`config.mk`:
```
export PLATFORM = sky130hd
export DESIGN_NAME = uart_rx_fifo
export DESIGN_NICKNAME = d
export VERILOG_FILES = /design/src/rtl/uart_pkg.sv /design/src/rtl/uart_sync_fifo.sv /design/src/rtl/uart_rx_fifo.sv
export SDC_FILE = /design/constraint.sdc
export NUM_CORES = 1
export LEC_CHECK = 0
export BUFFER_PORTS_ARGS = -buffer_cell sky130_fd_sc_hd__buf_2
export CORE_MARGIN = 2
export CORE_UTILIZATION = 45
export DETAILED_ROUTE_END_ITERATION = 10
export GPL_TIMING_DRIVEN = 0
export PLACE_DENSITY = 0.64
export SLEW_MARGIN = 40
export SYNTH_ARGS = -nofsm -noshare
export SYNTH_HDL_FRONTEND = slang
export SYNTH_HIERARCHICAL = 1
export SYNTH_SLANG_ARGS = --single-unit
```
`constraint.sdc`:
```
create_clock -name clk -period 2.4 [get_ports clk]
set_input_delay 0.12 -clock clk [delete_from_list [all_inputs] [get_ports clk]]
set_output_delay 0.12 -clock clk [all_outputs]
set_load 0.03 [all_outputs]
```
`src/rtl/uart_pkg.sv`:
```
// Shared definitions for the UART receiver: parity modes, FSM states and
// the width of one receive FIFO entry.
package uart_pkg;

    localparam int PAR_NONE = 0;
    localparam int PAR_ODD  = 1;
    localparam int PAR_EVEN = 2;

    typedef enum logic [2:0] {
        ST_IDLE,
        ST_START,
        ST_DATA,
        ST_PAR,
        ST_STOP
    } rx_state_e;

    // Entry layout is {frame_err, parity_err, data}
    function automatic int entry_width(input int data_bits);
        return data_bits + 2;
    endfunction

endpackage

```
`src/rtl/uart_sync_fifo.sv`:
```
// Single-clock show-ahead FIFO with occupancy output; a pop frees space for a
// push in the same cycle, so a full FIFO accepts push+pop together.
module uart_sync_fifo #(
    parameter int WIDTH = 10,
    parameter int DEPTH = 8
) (
    input  logic                     clk,
    input  logic                     reset,
    input  logic                     push_i,
    input  logic [WIDTH-1:0]         push_data_i,
    input  logic                     pop_i,
    output logic                     valid_o,
    output logic                     full_o,
    output logic [WIDTH-1:0]         head_o,
    output logic [$clog2(DEPTH):0]   level_o
);
    localparam int AW = $clog2(DEPTH);
    localparam int LW = AW + 1;

    logic [WIDTH-1:0] mem_q [DEPTH];
    logic [AW-1:0]    wr_q, rd_q;
    logic [AW:0]      level_q;
    logic             do_push, do_pop;

    assign valid_o = (level_q != '0);
    assign full_o  = (level_q == LW'(DEPTH));
    assign do_pop  = pop_i && valid_o;
    assign do_push = push_i && (!full_o || do_pop);
    assign head_o  = valid_o ? mem_q[rd_q] : '0;
    assign level_o = level_q;

    always_ff @(posedge clk) begin
        if (do_push) begin
            mem_q[wr_q] <= push_data_i;
        end
    end

    always_ff @(posedge clk or posedge reset) begin
        if (reset) begin
            wr_q    <= '0;
            rd_q    <= '0;
            level_q <= '0;
        end else begin
            if (do_push) begin
                wr_q <= wr_q + 1'b1;
            end
            if (do_pop) begin
                rd_q <= rd_q + 1'b1;
            end
            level_q <= level_q + LW'(do_push) - LW'(do_pop);
        end
    end

endmodule

```
`src/rtl/uart_rx_fifo.sv`:
```
// Oversampling UART receiver (5..9 data bits, optional parity, 1 or 2 stop
// bits) with a show-ahead receive FIFO and sticky overrun flag.
module uart_rx_fifo
    import uart_pkg::*;
#(
    parameter int DATA_BITS  = 8,
    parameter int PARITY     = 0,
    parameter int STOP_BITS  = 1,
    parameter int DIV_W      = 16,
    parameter int FIFO_DEPTH = 8
) (
    input  logic                         clk,
    input  logic                         reset,
    input  logic [DIV_W-1:0]             cfg_div,
    input  logic                         rx_en,
    input  logic                         ser_rx,
    output logic                         rd_valid,
    input  logic                         rd_ready,
    output logic [DATA_BITS-1:0]         rd_data,
    output logic                         rd_parity_err,
    output logic                         rd_frame_err,
    output logic                         overrun,
    input  logic                         overrun_clr,
    output logic [$clog2(FIFO_DEPTH):0]  fifo_level,
    output logic                         rx_busy
);
    localparam int EW = entry_width(DATA_BITS);

    logic                 sync1_q, sync2_q, prev_q;
    logic                 fall, sample, tick, last_stop;
    rx_state_e            state_q;
    logic [DIV_W-1:0]     div_q, cnt_q, div_eff;
    logic [3:0]           bit_q;
    logic                 stop_q, perr_q, ferr_q, push_q, overrun_q;
    logic [DATA_BITS-1:0] data_q;
    logic [EW-1:0]        push_entry_q, head;
    logic                 full, pop;

    always_ff @(posedge clk or posedge reset) begin
        if (reset) begin
            sync1_q <= 1'b1;
            sync2_q <= 1'b1;
            prev_q  <= 1'b1;
        end else begin
            sync1_q <= ser_rx;
            sync2_q <= sync1_q;
            prev_q  <= sync2_q;
        end
    end

    assign fall      = !sync2_q && prev_q;
    assign sample    = sync2_q;
    assign tick      = (cnt_q == DIV_W'(1));
    assign div_eff   = (cfg_div < DIV_W'(4)) ? DIV_W'(4) : cfg_div;
    assign last_stop = (STOP_BITS == 1) || stop_q;
    assign rx_busy   = (state_q != ST_IDLE);

    // Counter counts down to 1; the sample is taken on the cycle it reads 1.
    always_ff @(posedge clk or posedge reset) begin
        if (reset) begin
            state_q      <= ST_IDLE;
            div_q        <= '0;
            cnt_q        <= '0;
            bit_q        <= '0;
            stop_q       <= 1'b0;
            perr_q       <= 1'b0;
            ferr_q       <= 1'b0;
            data_q       <= '0;
            push_q       <= 1'b0;
            push_entry_q <= '0;
        end else begin
            push_q <= 1'b0;
            if (!rx_en) begin
                state_q <= ST_IDLE;
            end else begin
                case (state_q)
                    ST_IDLE: begin
                        if (fall) begin
                            div_q   <= div_eff;
                            cnt_q   <= div_eff >> 1;
                            state_q <= ST_START;
                        end
                    end
                    ST_START: begin
                        if (tick) begin
                            if (sample) begin
                                state_q <= ST_IDLE;
                            end else begin
                                state_q <= ST_DATA;
                                cnt_q   <= div_q;
                                bit_q   <= '0;
                                perr_q  <= 1'b0;
                            end
                        end else begin
                            cnt_q <= cnt_q - 1'b1;
                        end
                    end
                    ST_DATA: begin
                        if (tick) begin
                            data_q <= {sample, data_q[DATA_BITS-1:1]};
                            cnt_q  <= div_q;
                            if (bit_q == 4'(DATA_BITS - 1)) begin
                                state_q <= (PARITY != PAR_NONE) ? ST_PAR : ST_STOP;
                                stop_q  <= 1'b0;
                                ferr_q  <= 1'b0;
                            end else begin
                                bit_q <= bit_q + 1'b1;
                            end
                        end else begin
                            cnt_q <= cnt_q - 1'b1;
                        end
                    end
                    ST_PAR: begin
                        if (tick) begin
                            perr_q  <= ((^data_q) ^ sample) != (PARITY == PAR_ODD);
                            cnt_q   <= div_q;
                            state_q <= ST_STOP;
                        end else begin
                            cnt_q <= cnt_q - 1'b1;
                        end
                    end
                    ST_STOP: begin
                        if (tick) begin
                            if (last_stop) begin
                                push_q       <= 1'b1;
                                push_entry_q <= {ferr_q | !sample, perr_q, data_q};
                                state_q      <= ST_IDLE;
                            end else begin
                                ferr_q <= ferr_q | !sample;
                                stop_q <= 1'b1;
                                cnt_q  <= div_q;
                            end
                        end else begin
                            cnt_q <= cnt_q - 1'b1;
                        end
                    end
                    default: state_q <= ST_IDLE;
                endcase
            end
        end
    end

    uart_sync_fifo #(
        .WIDTH (EW),
        .DEPTH (FIFO_DEPTH)
    ) u_fifo (
        .clk         (clk),
        .reset       (reset),
        .push_i      (push_q),
        .push_data_i (push_entry_q),
        .pop_i       (rd_ready),
        .valid_o     (rd_valid),
        .full_o      (full),
        .head_o      (head),
        .level_o     (fifo_level)
    );

    assign pop           = rd_valid && rd_ready;
    assign rd_data       = head[DATA_BITS-1:0];
    assign rd_parity_err = head[DATA_BITS];
    assign rd_frame_err  = head[DATA_BITS+1];
    assign overrun       = overrun_q;

    always_ff @(posedge clk or posedge reset) begin
        if (reset) begin
            overrun_q <= 1'b0;
        end else if (push_q && full && !pop) begin
            overrun_q <= 1'b1;
        end else if (overrun_clr) begin
            overrun_q <= 1'b0;
        end
    end

endmodule

```
# Word level (Yosys, flattened, before mapping)
# Memories as Yosys holds them, arrays and structs flattened.
# Index checks and enable logic that the tools add are counted.
dict set report word_totals {
  reg_bits 73
  ramBits 80
  inputBits 22
  out_inout_bits 17
  wordCells 103
  memories 1
}
dict set report classes {
  addsub 6
  n_lt_le_gt_ge 1
  eq_ne 21
  n_mux 33
  bitwise_logic 1
  n_reduce_logical 25
}
# memory words width read_ports rd_ports_with_merged_regs wr line
set memory_table {}
lappend memory_table {u_fifo.mem_q 8 10 1 0 1 uart_sync_fifo.sv:20} ;# logic [WIDTH-1:0] mem_q [DEPTH];
# op count
set ops {}
lappend ops {{2-to-1 mux 16 bit} 6}
lappend ops {{case mux 16 bit (4 select lines)} 1}
lappend ops {{2-to-1 mux 3 bit} 7}
lappend ops {{inequality test 3 bit, second input constant} 7}
lappend ops {{== test 16 x 1 -> 1 bit, second input constant} 1}
lappend ops {{less-than comparator 16 x 3 -> 1 bit, second input constant} 1}
lappend ops {{2-to-1 mux 4 bit} 4}
lappend ops {{subtractor 16 x 1 -> 16 bit, second input constant} 1}
lappend ops {{case mux 3 bit (5 select lines)} 1}
lappend ops {{inequality test 2 bit, second input constant} 7}
lappend ops {{AND reduction 6 bit} 2}
lappend ops {{2-to-1 mux 1 bit} 10}
lappend ops {{2-to-1 mux 10 bit} 1}
lappend ops {{AND reduction 5 bit} 2}
lappend ops {{AND reduction 3 bit} 3}
lappend ops {{case mux 4 bit (2 select lines)} 1}
lappend ops {{nonzero test 4 bit} 2}
lappend ops {{parity 8 bit} 1}
lappend ops {{adder 3 x 1 -> 3 bit, second input constant} 2}
lappend ops {{== test 3 x 2 -> 1 bit, second input constant} 2}
lappend ops {{nonzero test 2 bit} 3}
lappend ops {{logical AND 1 bit} 5}
lappend ops {{adder 4 x 1 -> 4 bit} 1}
lappend ops {{adder 4 x 1 -> 4 bit, second input constant} 1}
lappend ops {{13 further kinds} 15}

# Depth between registers and ports, before layout
# Gate-level depths: netlist of the first run.
dict set report depth {
  depth_word 6
  mapped_depth 10
}

# Modules after synthesis
# Netlist of the first run, hierarchy kept.
# module instances cells_per_inst area_per_inst_um2
set by_module_without_submodules {}
lappend by_module_without_submodules {uart_sync_fifo 1 177 3617.2}
lappend by_module_without_submodules {uart_rx_fifo 1 337 3539.6}

# Least setup slack after synthesis of the first run
# No wires, ideal clock.
dict set report synth_timing {
  kind {register -> register}
  startpoint {reg u_fifo.level_q[2], in the netlist u_fifo/level_o[2]}
  endpoint {mem u_fifo.mem_q[0][0], enable pin}
  arrival_ps 2206
  t_required_ps 1997
  slack_ps -209
  stages_incl_launch_ff 6
  path_buffers 0
  path_cell_list {dfrtp_1 -> inv_1 -> ha_1 -> nor2b_1 -> o21ai_4 -> nor4_1}
}
dict set report synth_between {
  elab_chain_cells 6
}
# element line
set synth_lines {}
lappend synth_lines {{start: declaration} uart_sync_fifo.sv:22} ;# logic [AW:0] level_q;
lappend synth_lines {{start signal: assignment} uart_sync_fifo.sv:50} ;# level_q <= level_q + LW'(do_push) - LW'(do_pop);
lappend synth_lines {{== test 4 bit / nonzero test 4 bit (equally long branches)} {uart_sync_fifo.sv:26, uart_sync_fifo.sv:25}}
lappend synth_lines {{logical NOT 1 bit / logical AND 1 bit (equally long branches)} {uart_sync_fifo.sv:28, uart_sync_fifo.sv:27}}
lappend synth_lines {{logical OR 1 bit (*)} uart_sync_fifo.sv:28} ;# assign do_push = push_i && (!full_o || do_pop);
lappend synth_lines {{logical AND 1 bit (*)} uart_sync_fifo.sv:28}
lappend synth_lines {{2-to-1 mux 1 bit (*)} uart_sync_fifo.sv:33} ;# if (do_push) begin
lappend synth_lines {{2-to-1 mux 1 bit (implied by the code) (*)} uart_sync_fifo.sv:34} ;# mem_q[wr_q] <= push_data_i;
lappend synth_lines {{end: declaration} uart_sync_fifo.sv:20}
# Mark *: on every way between the ends. The rest lies on a longest branch, timed or not.

# Worst setup path in the final report of the first run
dict set report layout_timing {
  startpoint {reg u_fifo.level_q[2], in the netlist u_fifo/level_o[2]}
  endpoint {out rd_parity_err}
}
dict set report layout_between {
  elab_chain_cells 2
}
# element line
set layout_lines {}
lappend layout_lines {{nonzero test 4 bit} uart_sync_fifo.sv:25} ;# assign valid_o = (level_q != '0);
lappend layout_lines {{2-to-1 mux 10 bit} uart_sync_fifo.sv:29} ;# assign head_o = valid_o ? mem_q[rd_q] : '0;
lappend layout_lines {{end: declaration} uart_rx_fifo.sv:20} ;# output logic rd_parity_err,
# No other way between the ends.

==> impl_metrics.csv, run 1 <==
group,metric,value,unit
floorplanning,boundaryPins,39,
global_routing,grtUsageTotal,19.9,%
cts,cts_buffers,17,
sta,worst_pin_slew,0.788,ns
finish,postLayoutCoreUtil,54.5,%
global_routing,grt_max_degree,33,
sta,slew_headroom,47.4,%
routing,drt-pass1-iter-count,5,
outcome,status,"complete, no violations",
sta,finClkSkew,0.00950,ns
cts,cts.path.max_buffers,2,
critical_path,r2r_slack,0.13,ns
logic_synthesis,synth_cells,514,
logic_synthesis,yosysUniqueCellTypes,73,
place,placed_area,7720,µm²
global_routing,grt_pass1_vias,4783,
sta,setup_violations,0,
finish,finalInstanceArea,8560,µm²
logic_synthesis,yosysSeqAreaShare,59.1,%
critical_path,cp.required,2.28,ns
logic_synthesis,synth-seq-cells,153,
routing,vias,4776,
critical_path,r2r_end,"cnt_q[8]",
finish,instances_no_fill,825,
routing,wl,15.9,mm
cts,htree_levels,4,
logic_synthesis,synth_top_area_cell,"edfxtp_1",
critical_path,reg2reg_from,"cnt_q[0]",
logic_synthesis,ys_warn_count,6,
sta,timing.setup.tns,0,ns
critical_path,critPathArrivalTime,2.20,ns
floorplanning,start_util,45.5,%
pwr,power.density,924,nW/µm²
global_routing,antenna_found_initial,0,
finish,drive_gt1_share,31.2,%
critical_path,crit_start,"u_fifo/level_o[2]",
global_routing,grt_overflow,0,
finish,mostFrequentLayoutCells,"edfxtp_1, dfrtp_1, buf_2",
logic_synthesis,synth_area_leaders,"edfxtp_1, dfrtp_1, mux4_2",
cts,path_clk_slew,0.06,ns
finish,syn_to_final_growth,19.7,%
cts,cts_root_buf,"clkbuf_16",
cts,clock-sinks,153,
sta,post-route-min-period,2.32,ns
cts,clk-insertion-delay-late,0.42,ns
logic_synthesis,syn_avg_cell_area,13.9,µm²
critical_path,crit_path_end,"rd_parity_err",
routing,vias_per_cell,5.79,
routing,drt_iter0_drc,387,
place,dp_cells,774,
critical_path,worstRegToRegCells,7,
place,dp.final_hpwl,10.9,mm
sta,hold_violations,0,
critical_path,crit_path_end_kind,"primary output",
critical_path,startpoint_type,"register",
floorplanning,dieArea,16900,µm²
logic_synthesis,synth_edf_count,80,
routing,wire_per_inst,19.3,µm
logic_synthesis,synthFlopType,"edfxtp_1",
cts,cts_tree,"done",
finish,final_common_cell,"edfxtp_1",
sta,period_share,96.5,%
critical_path,worstPathMaxFanout,10,
worst_hold_path,hp-class,"in -> reg",
logic_synthesis,synthesis.area,7160,µm²
place,gp_congestion,0.895,
floorplanning,rows,46,
finish,fin_nets,630,
logic_synthesis,async_flop_share,47.7,%
flow_run,cap_violations,0,
finish,n_antenna_cell,0,
pwr,leakage,3.42,nW
critical_path,path_class,"reg -> out",
floorplanning,coreArea,15700,µm²
place,portBuffers,38,
sta,fmax,0.432,GHz
sta,maxSlewViolCount,0,
floorplanning,dieWidth,130,µm
pwr,vdd_drop_max,0.533,mV
routing,final_antenna_net_count,0,
global_routing,grt_pass1_wl,25.1,mm
logic_synthesis,syn_nets,547,
floorplanning,die_y,130,µm
routing,route.detailed.drc,0,
logic_synthesis,yosysTopAreaCellShare,33.6,%
state kept, by name, summed over array words and instances, names as in the netlist:
| name | count |
|---|---|
| bit_q | 4 |
| cnt_q | 16 |
| data_q | 8 |
| div_q | 16 |
| overrun | 1 |
| perr_q | 1 |
| prev_q | 1 |
| push_entry_q | 10 |
| push_q | 1 |
| sample | 1 |
| state_q | 3 |
| sync1_q | 1 |
| u_fifo/level_o | 4 |
| u_fifo/mem_q | 80 |
| u_fifo/rd_q | 3 |
| u_fifo/wr_q | 3 |
metrics by stage:
| stage | hold WS [ns] | setup slack (ns) | power, W |
|---|---|---|---|
| CTS | 0.0159 | 0.0109 | 0.00791 |
| floorplan | -0.0399 | 0.00454 | 0.00466 |
| global route | 0.0258 | -0.000398 | 0.00830 |
| finish | 0.0393 | 0.0829 | 0.00791 |
| detailed placement | 0.168 | 0.0192 | 0.00520 |
| global placement | 0.143 | -0.579 | 0.00514 |
cell usage after synthesis (4+ instances only):
library cell and count:
edfxtp_1 80, dfrtp_1 70, mux2_2 30, o21ai_0 26, nand2_1 23, mux4_2 20, nor2_1 17, a22o_1 14
inv_1 14, xnor2_1 13, nand3_1 12, nor3_1 12, buf_2 11, ha_1 10, a21oi_1 8, clkbuf_1 8
nor2b_1 8, o2bb2ai_1 8, o211ai_1 7, a211oi_1 6, nand4_1 6, or3_1 6, and3_1 5, nand2b_1 5
nor4_1 5, o311ai_0 5, o31ai_1 5, a32o_1 4, buf_4 4, buf_6 4, o221ai_1 4, o311a_1 4
worst min-delay path by stage:
stage	from	to	slack, ns	cells after the start
after floorplan	reset	u_fifo/level_o[0]	-0.04	1
after global placement	reset	u_fifo/level_o[1]	0.14	2
after detailed placement	reset	bit_q[3]	0.17	2
after CTS	rx_en	state_q[2]	0.02	2
after global routing	rx_en	state_q[2]	0.03	2
final	rx_en	state_q[2]	0.04	2
power breakdown:
part,switching (W),total (W),internal [W]
combinational,0.00117,0.00210,0.000929
clock,0.00111,0.00266,0.00155
sequential,0.000210,0.00316,0.00295
cell type report:
| type | instances | area (µm²) |
|---|---|---|
| Sequential cell | 153 | 4240 |
| Fill cell | 1291 | 7150 |
| Clock inverter | 14 | 160 |
| Multi-Input combinational cell | 318 | 2770 |
| Buffer | 28 | 174 |
| Timing Repair Buffer | 65 | 475 |
| Clock buffer | 17 | 425 |
| Inverter | 14 | 55.1 |
| Tap cell | 216 | 270 |
cells by family (layout without fill, tap and decap cells):
logic type / count (synthesis) / in the layout / share of synthesized area [%]
XOR/XNOR: 14 / 14 / 1.71
buffers and inverters: 43 / 138 / 3.11
multiplexers: 55 / 55 / 11.7
adder cells (fa/ha/maj): 11 / 11 / 2.03
flip-flops: 153 / 153 / 59.1
AO/OA/AOI/OAI: 113 / 113 / 11.9
AND/OR/NAND/NOR: 125 / 125 / 10.4
per-layer routing:
layer	wire length (µm)	part of all wire (%)	vias up	global-route usage, %
li1	-	-	2167	-
met1	6860	43	2430	25.5
met2	7820	49	161	33.4
met3	1010	6.3	18	4.55
met4	239	1.5	0	6.83
met5	0	0	-	0
critical path: stages (launching register included):
cell,delay (ns)
dfrtp_2,0.40
inv_2,0.07
ha_2,0.18
or3b_4,0.41
and2_4,0.17
buf_6,0.14
a22o_1,0.25
buf_6,0.15
repair_timing:
| item | 4_1_cts | 5_1_grt |
|---|---|---|
| hold endpoints to repair | 58 | 0 |
| setup endpoints to repair | 10 | 19 |
| resized for setup | 6 | 16 |
| pin swaps | 1 | 1 |
| setup buffers | 0 | 1 |
| hold buffers | 19 | 0 |
(Power assumes the default switching activity.)
==> inputs of run 2 (changes only) <==
Settings changed: REMOVE_ABC_BUFFERS from default to 1.
==> run 2 against run 1 <==
  * Cell count fell by 2.2%
  * Global-route usage shrank 1.3 points
  * Critical path depth decreased by 2
  * Routed wire length shrank 6.9%
  * Core utilization shrank 0.32 points
  * Sequential power rose by 6%
  * Largest cell class unchanged
==> impl_metrics.csv, run 2 (synthesis gave the netlist of run 1 again) <==
group,metric,value,unit
outcome,status,"complete, no violations",
sta,timing.setup.tns,0,ns
pwr,p_comb_share,22.4,%
critical_path,worstRegToRegCells,5,
global_routing,grt_overflow,0,
critical_path,crit_start,"state_q[2]",
critical_path,path_class,"reg -> reg",
critical_path,r2r_slack,0.09,ns
pwr,p_switching,0.00247,W
finish,syn_to_final_growth,19.0,%
routing,wl,14.8,mm
worst_hold_path,hold_depth,3,
finish,drive_gt1_share,30.8,%
routing,vias_per_cell,5.72,
sta,hold_violations,0,
critical_path,worst_path_max_delay_cell,"dfrtp_1",
routing,drt_iter0_drc,294,
sta,finClkSkew,0.00945,ns
global_routing,grtUsageMet1,22.5,%
global_routing,use_met2,32.9,%
flow_run,cap_violations,0,
routing,route.detailed.drc,0,
finish,nFillCells,1288,
routing,wire_per_inst,18.4,µm
sta,worst_pin_slew,0.712,ns
finish,reg_top3,"u_fifo/mem_q (80), cnt_q (16), div_q (16)",
cts,clk-insertion-delay-late,0.43,ns
place,portBuffers,38,
place,dp.final_hpwl,9.94,mm
critical_path,reg2reg_from,"state_q[2]",
global_routing,antenna_found_initial,0,
worst_hold_path,hp-class,"in -> reg",
cts,htree_levels,4,
worst_hold_path,hold_end,"u_fifo/rd_q[0]",
critical_path,worstPathMaxFanout,19,
cts,cts_buffers,17,
sta,maxSlewViolCount,0,
floorplanning,die_y,130,µm
worst_hold_path,hold_start,"rd_ready",
floorplanning,start_util,45.5,%
finish,final_common_cell,"edfxtp_1",
pwr,power_frac_seq,42.7,%
critical_path,critPathArrivalTime,2.65,ns
global_routing,grt_pass1_wl,23.8,mm
pwr,power.density,920,nW/µm²
global_routing,grt_max_degree,39,
routing,vias,4614,
floorplanning,rows,46,
cts,clock-sinks,153,
critical_path,startpoint_type,"register",
cts,cts_root_buf,"clkbuf_16",
pwr,power,0.00783,W
finish,fin_nets,611,
critical_path,max_stage_delay,0.67,ns
global_routing,grt.busiest_layer,"met2",
routing,drt-pass1-iter-count,4,
sta,fmax,0.433,GHz
sta,setup_violations,0,
floorplanning,dieWidth,130,µm
floorplanning,coreArea,15700,µm²
critical_path,cp.required,2.74,ns
finish,largest_reg_flops,80,
pwr,vdd_drop_max,0.548,mV
pwr,p_int,0.00536,W
finish,mostFrequentLayoutCells,"edfxtp_1, dfrtp_1, buf_2",
sta,hold_slack,0.0119,ns
critical_path,crit_path_end_kind,"register",
cts,path_clk_slew,0.07,ns
pwr,leakage,3.38,nW
critical_path,path_cells,"or3b_1 > nand2_2 > o21ai_4 > o31a_1 > o2bb2ai_1",
cts,cts_tree,"done",
routing,final_antenna_net_count,0,
place,gp_congestion,0.858,
global_routing,grt_pass1_vias,4641,
floorplanning,boundaryPins,39,
sta,post-route-min-period,2.31,ns
cts,cts.path.max_buffers,2,
global_routing,grtUsageTotal,18.6,%
sta,period_share,96.2,%
finish,n_antenna_cell,0,
floorplanning,dieArea,16900,µm²
pwr,switching_share,31.6,%
sta,slew_headroom,52.5,%
pwr,p_clk_share,34.8,%
critical_path,r2r_end,"cnt_q[14]",
finish,regMostFlops,"u_fifo/mem_q",
global_routing,met3_usage,3.61,%
==> run 2: metal layers <==
metal | part of all wire, % | vias to the layer above
li1 | - | 2141
met1 | 41 | 2328
met3 | 4.2 | 20
met2 | 53 | 125
met4 | 1.6 | 0
met5 | 0 | -
==> run 2: critical path, delay by kind of cell (launching register included) <==
family	cells	cell delay (ns)
DFF	1	0.67
and+or+nand+nor	2	0.92
AOI/OAI and AO/OA	3	0.64
==> run 2: timing repair <==
| action | CTS | global route |
|---|---|---|
| setup buffers | 2 | 5 |
| pin swaps | 1 | 2 |
| hold buffers | 18 | 0 |
| endpoints found under the setup margin | 34 | 27 |
| gates resized for setup | 5 | 4 |
| endpoints found under the hold margin | 52 | 0 |
| cloned | 0 | 1 |
==> run 2: power groups by stage <==
stage	registers (W)	logic (W)	clock network, W
after detailed placement	0.00340	0.00170	0
after CTS	0.00335	0.00173	0.00279
after floorplan	0.00335	0.00120	0
after global placement	0.00338	0.00163	0
after global routing	0.00340	0.00190	0.00289
final	0.00335	0.00175	0.00273
==> run 2: worst max-delay path by stage <==
stage	endpoint	slack, ns	cells after the start
after detailed placement	push_entry_q[5]	-0.21	5
final	cnt_q[14]	0.09	5
after global routing	cnt_q[14]	-0.005	5
after CTS	u_fifo/level_o[2]	0.02	9
after global placement	cnt_q[9]	-1.06	4
after floorplan	cnt_q[10]	-0.27	5
==> run 2: final cells by class <==
cell class	count	area, µm²	area share, %
Clock buffer	17	425	5.00
Clock inverter	15	181	2.13
Inverter	14	55.1	0.647
Multi-Input combinational cell	319	2810	33.0
Sequential cell	153	4240	49.8
Tap cell	216	270	3.17
Timing Repair Buffer	73	536	6.29
==> run 2: metrics by stage <==
| stage | setup slack (ns) | utilization, % | instances | area (µm²) |
|---|---|---|---|---|
| final | 0.0909 | 54.2 | 807 | 8510 |
| after global routing | -0.00456 | 54.2 | 807 | 8510 |
| after CTS | 0.0180 | 53.7 | 801 | 8430 |
| after detailed placement | -0.208 | 48.5 | 749 | 7610 |
| after global placement | -1.06 | 47.4 | 739 | 7450 |
| after floorplan | -0.272 | - | 485 | 6990 |
==> inputs of run 3 (changes only) <==
Settings changed: ABC_AREA from default to 1, RECOVER_POWER from default to 50.
==> run 3 against run 2 <==
  * Cell count up 57%
  * Register-to-register slack better by 0.10 ns
  * Core utilization down 2.6 points
  * Synthesized cell count up 90%
  * Largest power group unchanged
==> impl_metrics.csv, run 3 <==
group,metric,value,unit
global_routing,grt_overflow,0,
floorplanning,dieArea,19100,µm²
logic_synthesis,ys_warn_count,6,
cts,path_clk_slew,0.06,ns
sta,rsz0062_at_grt,"no",
sta,fmax,0.453,GHz
logic_synthesis,synth_area_leaders,"edfxtp_1, dfrtp_1, nand2_1",
sta,setup_ws,0.191,ns
logic_synthesis,syn_avg_cell_area,8.29,µm²
pwr,power.density,992,nW/µm²
place,place_ws,0.0218,ns
routing,wl,17.4,mm
sta,hold_violations,0,
global_routing,antenna_found_initial,0,
routing,vias_per_cell,4.89,
finish,largest_reg_flops,80,
sta,maxSlewViolCount,0,
logic_synthesis,yosysTopAreaCellShare,29.6,%
floorplanning,boundaryPins,39,
routing,wire_per_inst,13.7,µm
logic_synthesis,yosysUniqueCellTypes,37,
worst_hold_path,hp-class,"in -> reg",
logic_synthesis,synth_top_area_cell,"edfxtp_1",
finish,n_antenna_cell,0,
logic_synthesis,synthesis.area,8110,µm²
critical_path,startpoint_type,"register",
critical_path,cp.required,2.45,ns
global_routing,grtUsageTotal,18.7,%
cts,htree_levels,4,
pwr,leakage,4.35,nW
logic_synthesis,synth_cells,978,
sta,setup_violations,0,
routing,vias,6221,
critical_path,critPathArrivalTime,2.26,ns
logic_synthesis,synth-seq-cells,153,
finish,fin_nets,1062,
logic_synthesis,async_flop_share,47.7,%
cts,cts.path.max_buffers,2,
logic_synthesis,synthTopCellsByCount,"nand2_1, inv_1, nand3_1",
sta,slew_headroom,16.2,%
sta,post-route-min-period,2.21,ns
floorplanning,dieWidth,138,µm
cts,cts_tree,"done",
sta,hold_slack,0.0259,ns
cts,cts_root_buf,"clkbuf_16",
logic_synthesis,yosysSeqAreaShare,52.2,%
place,portBuffers,38,
finish,final_common_cell,"nand2_1",
routing,route.detailed.drc,0,
finish,postLayoutCoreUtil,51.6,%
critical_path,worstPathMaxFanout,14,
logic_synthesis,synth_most_common_cell,"nand2_1",
place,dp.final_hpwl,11.1,mm
finish,mostFrequentLayoutCells,"nand2_1, inv_1, nand3_1",
routing,drt-pass1-iter-count,5,
sta,worst_pin_slew,1.25,ns
global_routing,grt_pass1_wl,28.3,mm
finish,drive_gt1_share,13.5,%
routing,final_antenna_net_count,0,
logic_synthesis,synth_edf_count,80,
finish,reg_top3,"u_fifo/mem_q (80), cnt_q (16), div_q (16)",
sta,finClkSkew,0.00859,ns
finish,syn_to_final_growth,13.5,%
routing,drt_iter0_drc,375,
floorplanning,die_y,138,µm
cts,cts_buffers,17,
outcome,status,"complete, no violations",
finish,nFillCells,1699,
floorplanning,start_util,45.4,%
finish,regMostFlops,"u_fifo/mem_q",
cts,clk-insertion-delay-late,0.42,ns
place,gp_congestion,0.886,
cts,clock-sinks,153,
global_routing,grt_pass1_vias,5810,
floorplanning,rows,49,
flow_run,cap_violations,0,
floorplanning,coreArea,17800,µm²
global_routing,grt_max_degree,43,
logic_synthesis,synthFlopType,"edfxtp_1",
pwr,power,0.00912,W
pwr,vdd_drop_max,0.698,mV
sta,period_share,92.0,%
critical_path,path_class,"reg -> reg",
critical_path,crit_path_end_kind,"register",
## run 3: changes by cell type in the layout (fill, tap and decap cells not counted), moves of 16 or more
cell / previous run / this run
nand2_1: 21 / 320
nor2_1: 14 / 80
inv_1: 13 / 144
mux2_2: 30 / 0
nor2_2: 3 / 19
nand3_1: 11 / 106
mux4_2: 20 / 0
## run 3: metrics by stage
step | instance area [µm²] | setup TNS, ns | cells
after floorplan | 7900 | 0 | 950
after global placement | 8380 | -19.83 | 1217
final | 9200 | 0 | 1271
after global routing | 9200 | 0 | 1271
after CTS | 9180 | 0 | 1269
after detailed placement | 8410 | 0 | 1218
## run 3: final timing paths
kind	cells past startpoint	slack (ns)	start	to
hold / removal	3	0.03	rd_ready	u_fifo/rd_q[2]
max in group asynchronous	4	0.49	reset	push_entry_q[6]
min in group asynchronous	3	0.24	reset	u_fifo/level_o[2]
setup / recovery	7	0.19	u_fifo/level_o[2]	u_fifo/mem_q[6][9]
setup reg to reg	7	0.19	u_fifo/level_o[2]	u_fifo/mem_q[6][9]
hold reg to reg	0	0.36	sync1_q	sample
## run 3: metal layers
metal	wire length [µm]	vias to the layer above	track usage, %
met3	716	27	3.57
met1	7760	2873	23.8
met4	293	0	5.69
met5	0	-	0
li1	-	3174	-
met2	8610	147	32.4
## run 3: area by class of cell
| type | instances | area [µm²] | area share [%] |
|---|---|---|---|
| clock buffers | 18 | 429 | 4.67 |
| clock inverters | 14 | 139 | 1.51 |
| inverters | 158 | 609 | 6.62 |
| multi-input cells | 639 | 3080 | 33.5 |
| flip-flops and latches | 153 | 4240 | 46.1 |
| well taps | 229 | 287 | 3.11 |
| repair buffers | 59 | 408 | 4.43 |
| repair inverters | 1 | 7.51 | 0.0816 |
## run 3: kinds of logic (layout without fill, tap and decap cells)
family          after synthesis  in the layout  share of synthesized area, %
simple gates                564            564                          31.1
buf+inv                     186            250                          9.94
compound gates               54             54                          3.91
flops                       153            153                          52.2
fa+ha+maj                    11             11                          1.79
xor+xnor                     10             10                          1.08
## run 3: repair_timing
| item | in CTS | in global routing |
|---|---|---|
| hold buffers | 18 | 0 |
| buffers inserted | 0 | 1 |
| hold endpoints to repair | 53 | 0 |
| gates cloned | 1 | 0 |
| gates resized for setup | 5 | 1 |
| setup endpoints to repair | 10 | 10 |
## run 3: critical path, cell delays in order, from the launching register on
cell	delay, ns
dfrtp_1	0.34
inv_1	0.08
ha_1	0.23
nand2_4	0.21
nand2_4	0.11
nand2_4	0.12
nand3b_4	0.12
nor2_2	0.61
## run 3: power by group
part           switching (W)  total (W)  leakage (nW)  internal (W)
clock                0.00112    0.00257         0.276       0.00145
combinational        0.00199    0.00302          2.37       0.00102
sequential          0.000511    0.00354          1.70       0.00302
total                0.00363    0.00912          4.35       0.00550
